**config.mk**
```make
export PLATFORM = sky130hd
export DESIGN_NAME = seq_scan_arbiter
export DESIGN_NICKNAME = d
export VERILOG_FILES = /design/src/rtl/seq_scan_arbiter.sv
export SDC_FILE = /design/constraint.sdc
export NUM_CORES = 1
export LEC_CHECK = 0
export CORE_MARGIN = 4
export CORE_UTILIZATION = 35
export CTS_BUF_LIST = sky130_fd_sc_hd__clkbuf_16
export DETAILED_ROUTE_END_ITERATION = 10
export DONT_BUFFER_PORTS = 1
export GPL_TIMING_DRIVEN = 0
export PLACE_DENSITY_LB_ADDON = 0.1
export SLEW_MARGIN = 20
export SYNTH_ARGS = -nofsm -noshare
export SYNTH_HDL_FRONTEND = slang
export SYNTH_SLANG_ARGS = --single-unit
```
**constraint.sdc**
```tcl
create_clock -name clock -period 2.4 [get_ports clock]
set_clock_uncertainty 0.2 [all_clocks]
set_input_delay 0.24 -clock clock [delete_from_list [all_inputs] [get_ports clock]]
set_output_delay 0.24 -clock clock [all_outputs]
set_load 0.02 [all_outputs]
```
**src/rtl/seq_scan_arbiter.sv**
```systemverilog
// -----------------------------------------------------------------------------
// seq_scan_arbiter
//
// Shares one external "1001" Moore sequence detector between N_REQ requesters.
// A round-robin arbiter picks one pending requester, captures its word and
// serialises it MSB-first into the detector. The detector's F pulses are
// counted (saturating) and reported with the requester id as a one-cycle
// done pulse.
//
// Ports
//   clock      rising-edge clock
//   reset      asynchronous, active-low reset
//   req        per-requester pending flag, held until the matching gnt bit
//   word_in    packed words, requester i at [i*WORD_W +: WORD_W]
//   gnt        one-hot single-cycle grant (word captured on its rising edge)
//   busy       high whenever the controller is not idle
//   done       one-cycle result strobe
//   done_id    requester index of the result (valid with done)
//   match_cnt  saturating detection count (valid with done)
//   det_rst    active-high synchronous reset to the detector
//   det_I      serial bit to the detector
//   det_F      detector Moore output (state after the previous det_I bit)
//
// Every output is a register loaded with the value belonging to the state
// being entered, so the controller's next-state logic also computes the next
// output values.
// -----------------------------------------------------------------------------
module seq_scan_arbiter #(
  parameter int N_REQ  = 4,
  parameter int WORD_W = 8,
  parameter int CNT_W  = 4
) (
  input  logic                       clock,
  input  logic                       reset,
  input  logic [N_REQ-1:0]           req,
  input  logic [N_REQ*WORD_W-1:0]    word_in,
  output logic [N_REQ-1:0]           gnt,
  output logic                       busy,
  output logic                       done,
  output logic [$clog2(N_REQ)-1:0]   done_id,
  output logic [CNT_W-1:0]           match_cnt,
  output logic                       det_rst,
  output logic                       det_I,
  input  logic                       det_F
);

  localparam int ID_W = $clog2(N_REQ);
  localparam int K_W  = $clog2(WORD_W);
  localparam logic [K_W-1:0] K_LAST = K_W'(WORD_W - 1);

  typedef enum logic [2:0] {
    S_IDLE,
    S_CLEAR,
    S_SHIFT,
    S_DRAIN,
    S_DONE
  } state_t;

  // Count increment that sticks at all-ones instead of wrapping.
  function automatic logic [CNT_W-1:0] sat_inc(input logic [CNT_W-1:0] v);
    return (&v) ? v : v + 1'b1;
  endfunction

  // Requester index 'off' positions after 'base', wrapping modulo N_REQ.
  // off is always in 1..N_REQ, so a single subtraction is enough.
  function automatic logic [ID_W-1:0] rr_idx(input logic [ID_W-1:0] base,
                                             input int              off);
    int s;
    s = int'(base) + off;
    if (s >= N_REQ) s = s - N_REQ;
    return ID_W'(s);
  endfunction

  state_t               state_q, state_d;
  logic [ID_W-1:0]      ptr_q, ptr_d;
  logic [K_W-1:0]       k_q, k_d;
  logic [CNT_W-1:0]     cnt_q, cnt_d;
  logic [WORD_W-1:0]    sh_q, sh_d;

  logic [N_REQ-1:0]     gnt_d;
  logic                 busy_d;
  logic                 done_d;
  logic [ID_W-1:0]      done_id_d;
  logic [CNT_W-1:0]     match_cnt_d;
  logic                 det_rst_d;
  logic                 det_I_d;

  logic [WORD_W-1:0]    words [N_REQ];
  logic                 pick_vld;
  logic [ID_W-1:0]      pick_id;
  logic [ID_W-1:0]      cand;

  for (genvar g = 0; g < N_REQ; g++) begin : g_unpack
    assign words[g] = word_in[g*WORD_W +: WORD_W];
  end

  // Round-robin search: first pending requester after the last one granted.
  always_comb begin
    pick_vld = 1'b0;
    pick_id  = '0;
    cand     = '0;
    for (int o = 1; o <= N_REQ; o++) begin
      cand = rr_idx(ptr_q, o);
      if (!pick_vld && req[cand]) begin
        pick_vld = 1'b1;
        pick_id  = cand;
      end
    end
  end

  // Next state and next (registered) outputs.
  always_comb begin
    state_d     = state_q;
    ptr_d       = ptr_q;
    k_d         = k_q;
    cnt_d       = cnt_q;
    sh_d        = sh_q;
    gnt_d       = '0;
    done_d      = 1'b0;
    done_id_d   = done_id;
    match_cnt_d = match_cnt;
    det_rst_d   = 1'b1;
    det_I_d     = 1'b0;

    case (state_q)
      S_IDLE: begin
        if (pick_vld) begin
          state_d        = S_CLEAR;
          ptr_d          = pick_id;
          gnt_d[pick_id] = 1'b1;
          sh_d           = words[pick_id];
        end
      end

      // Detector is held in reset this cycle; first bit goes out next.
      S_CLEAR: begin
        state_d   = S_SHIFT;
        cnt_d     = '0;
        k_d       = '0;
        det_rst_d = 1'b0;
        det_I_d   = sh_q[WORD_W-1];
        sh_d      = sh_q << 1;
      end

      // det_F lags det_I by one bit, so the k=0 cycle still shows the
      // cleared detector and is not counted.
      S_SHIFT: begin
        det_rst_d = 1'b0;
        if ((k_q != '0) && det_F) cnt_d = sat_inc(cnt_q);
        if (k_q == K_LAST) begin
          state_d = S_DRAIN;
        end else begin
          k_d     = k_q + 1'b1;
          det_I_d = sh_q[WORD_W-1];
          sh_d    = sh_q << 1;
        end
      end

      // det_F now reflects the last word bit.
      S_DRAIN: begin
        state_d     = S_DONE;
        match_cnt_d = det_F ? sat_inc(cnt_q) : cnt_q;
        cnt_d       = match_cnt_d;
        done_d      = 1'b1;
        done_id_d   = ptr_q;
      end

      S_DONE: begin
        state_d = S_IDLE;
      end

      default: begin
        state_d = S_IDLE;
      end
    endcase

    busy_d = (state_d != S_IDLE);
  end

  // Control and output registers.
  always_ff @(posedge clock or negedge reset) begin
    if (!reset) begin
      state_q   <= S_IDLE;
      ptr_q     <= ID_W'(N_REQ - 1);
      k_q       <= '0;
      gnt       <= '0;
      busy      <= 1'b0;
      done      <= 1'b0;
      done_id   <= '0;
      match_cnt <= '0;
      det_rst   <= 1'b1;
      det_I     <= 1'b0;
    end else begin
      state_q   <= state_d;
      ptr_q     <= ptr_d;
      k_q       <= k_d;
      gnt       <= gnt_d;
      busy      <= busy_d;
      done      <= done_d;
      done_id   <= done_id_d;
      match_cnt <= match_cnt_d;
      det_rst   <= det_rst_d;
      det_I     <= det_I_d;
    end
  end

  // Data registers: always loaded before use, so no reset.
  always_ff @(posedge clock) begin
    sh_q  <= sh_d;
    cnt_q <= cnt_d;
  end

endmodule

```
==> results of run 1 <==
[cells in the final DEF (no fill, tap or decap), drive strengths merged, types with 3 or more instances in the layout]
master   n
a211oi  21
a21oi    6
buf      8
clkbuf   6
dfrtp   19
dfstp    3
edfxtp  12
ha       4
inv     20
mux2i   15
nand2   20
nand2b   5
nand3    4
nand4    3
nor2    18
nor3     3
o21ai   10
xor2     3
[what timing repair did]
action	in CTS	in global routing
setup buffers	0	2
pin swaps	0	1
endpoints found under the hold margin	22	0
hold buffers	1	0
resized for setup	2	9
setup endpoints to repair	5	15
[kinds of logic after synthesis]
| group | after synthesis | share of synthesized area [%] |
|---|---|---|
| AOI/OAI and AO/OA | 52 | 20.9 |
| muxes | 16 | 8.15 |
| adders and majority gates | 4 | 2.53 |
| DFF | 34 | 46.2 |
| xor gates and xnor gates | 3 | 1.33 |
| and+or+nand+nor | 60 | 14.2 |
| buffers and inverters | 26 | 6.64 |
[cell usage after synthesis (2+ instances only)]
library cell | count | area, um2
nand4_1 | 3 | 18.8
nand2b_1 | 5 | 31.3
a211oi_2 | 7 | 87.6
nor3_1 | 3 | 15.0
a31oi_1 | 2 | 12.5
and3_1 | 2 | 12.5
nand3_1 | 3 | 15.0
inv_1 | 16 | 60.1
a211oi_1 | 14 | 105
nand2_1 | 20 | 75.1
dfrtp_1 | 19 | 475
a21o_1 | 2 | 15.0
a311oi_1 | 2 | 17.5
buf_6 | 2 | 22.5
buf_2 | 2 | 10.0
nor2_1 | 18 | 67.6
mux2i_1 | 15 | 150
xor2_1 | 3 | 26.3
a21oi_1 | 6 | 30.0
inv_2 | 3 | 11.3
o21ai_1 | 9 | 45.0
dfstp_2 | 3 | 78.8
ha_1 | 4 | 50.1
edfxtp_1 | 12 | 360
o21a_1 | 2 | 15.0
[sequential cells by signal, indices dropped and copies added, names as in the netlist]
register	count
sh_q	8
det_rst	1
busy	1
ptr_q	2
cnt_q	4
done_id	2
det_I	1
state_q	3
match_cnt	4
gnt	4
done	1
k_q	3
[routing by layer]
layer	global-route usage (%)	part of all wire [%]	up-vias
met4	3.12	0.31	0
met2	20.4	49	39
met5	0	0	-
met3	4.66	5.4	2
li1	-	-	726
met1	16.1	45	710
[stage by stage]
stage          hold WS, ps  setup slack (ps)  instance area (um2)
2_1_floorplan         -256               158                 1980
3_3_place_gp          -254              9.39                 2070
3_5_place_dp          -254             -35.5                 2070
4_1_cts               5.70              26.2                 2230
5_1_grt               40.3            -0.735                 2310
6_report              24.3              57.8                 2310
[cell type report]
class                           count  share of cell area [%]
Clock buffer                        5                    5.42
Clock inverter                      3                   0.542
Sequential cell                    34                    39.6
Multi-Input combinational cell    135                    43.6
Tap cell                           72                    3.90
Timing Repair Buffer                3                    1.08
Inverter                           19                    3.09
Buffer                              7                    2.76
[how the worst max path moves through the flow]
stage / to / slack [ps] / start / depth (start not counted)
5_1_grt: sh_q[5]$_DFFE_PP_ / -0.7 / ptr_q[1]$_DFFE_PN1P_ / 8
4_1_cts: sh_q[5]$_DFFE_PP_ / 30 / ptr_q[1]$_DFFE_PN1P_ / 8
3_5_place_dp: sh_q[5]$_DFFE_PP_ / -40 / ptr_q[1]$_DFFE_PN1P_ / 8
2_1_floorplan: sh_q[1]$_DFFE_PP_ / 160 / ptr_q[1]$_DFFE_PN1P_ / 8
6_report: sh_q[5]$_DFFE_PP_ / 60 / ptr_q[1]$_DFFE_PN1P_ / 8
3_3_place_gp: sh_q[5]$_DFFE_PP_ / 9 / ptr_q[1]$_DFFE_PN1P_ / 8
[power breakdown]
part	switching, W	internal, W	total [W]
sequential	0.000311	0.000986	0.00130
combinational	0.000902	0.000628	0.00153
clock	0.000216	0.000374	0.000590
total	0.00143	0.00199	0.00342
==> impl_results.md, run 1 <==
* Hold WC Path Type: input port to register
* Hold wc startpoint: req[2]
* Total power at 0.00342 W
* Routed length per instance at 16.0 um
* Vias in the first global route at 1460
* Die Width at 83.2 um
* Max Root-Sink Buffers at 2
* Syn-to-layout area delta at 16.6%
* Post-Route WL at 4.46 mm
* # rows at 27
* Peak supply drop at 0.000619 V
* Crit-path cells: buf_8, mux2i_4, o32ai_4, a21o_1, buf_6, buf_12, a211oi_4, a211oi_1
* Gr usage total at 12.7%
* Critical Path End Type: register
* Final Util at 41.9%
* WHS Path Cells at 2
* IO Count at 53
* Worst-path clk slew at 50 ps
* Die span in y at 83.2 um
* Via count at 1477
* Placer Congestion at 0.773
* Area of the multi-input gates at 0.00101 mm2
* Final hold vios at 0
* Clk_lat worst skew at 270 ps
* Clock sink total at 34
* DP HPWL at 3.35 mm
* Initial antenna violation count at 0
* Critical path fanouts, max at 10
* TritonCTS Buffers at 5
* Worst r2r src: ptr_q[1]$_DFFE_PN1P_
* Die area at 0.00692 mm2
* Max_cap viols at 0
* Number of synthesized flops with an enable pin at 12
* Startpoint types: register
* Synth unique cells at 43
* FF-to-FF setup slack at 60 ps
* Setup-failing EPs final at 0
* Fin nets at 248
* Fraction of registers with async set/reset at 64.7%
* FF+latch area at 915 um2
* WS Path Type: register to register
* H-tree Lvls at 2
* Synth Cell Area at 0.00198 mm2
* Initial drt markers at 97
* CP peak stage delay at 530 ps
* Arr. time, crit path at 2130 ps
* Required @ worst endpoint at 2190 ps
* Drt first pass iters at 4
* First-pass GRT wire length at 7.05 mm
* Fraction of layout cells with a size suffix above 1 at 15.5%
* Buffers on Ports at 0
* PwrDens at 1480 mW/mm2
* Starting Density at 35.9%
* Period minus WS final at 2340 ps
* Cell family with most CP delay: compound AO/OA/AOI/OAI gates
* Syn Area/Cell at 10.2 um2
* Max-slew violation count at 0
* Outcome: completed
* Vias/cell at 5.31
* Core Footprint at 0.00551 mm2
* Max-slew headroom at 35.4%
* N_diodes at 0
* Crit path max-delay cell type: dfstp_2
* Final period utilization at 97.6%
* DRC at 0
* Post-Place Cells at 267
* Crit path buf inv count at 3
* Most common flop cell mapped by yosys: dfrtp_1
* R2r endpoint: sh_q[5]$_DFFE_PP_
* # fillers at 531
* Tightest Pin Transition at 966 ps
* Hold worst-path end: ptr_q[0]$_DFFE_PN1P_
* Seq/Total Area, Yosys at 46.2%
* Syn Nets at 238
* CTS tree: done
* Cells after synthesis at 195
* Post-route insts no fill at 278
* ANT nets after route at 0
* Post-route setup TNS at 0 ps
* Worst r2r path cells at 8
* Synthesized flop and latch total at 34
* Clock root buffer: clkbuf_16
* Overflow after GRT at 0
* Largest net degree at the start of global routing at 23
* Synth Warn # at 0
* Leak Pwr at 1.00 nW
* Max Clock Freq at 0.427 GHz
Power figures use the tool's default switching activity.
==> run 2, diff against run 1 <==
- SLEW_MARGIN: 20 -> 15
==> results of run 2 <==
The final DEF is identical to that of run 1; final timing and power are the same.
==> run 3, diff against run 2 <==
- CTS_CLUSTER_SIZE: default -> 24
==> results of run 3 <==
The final DEF is identical to that of run 1; final timing and power are the same.
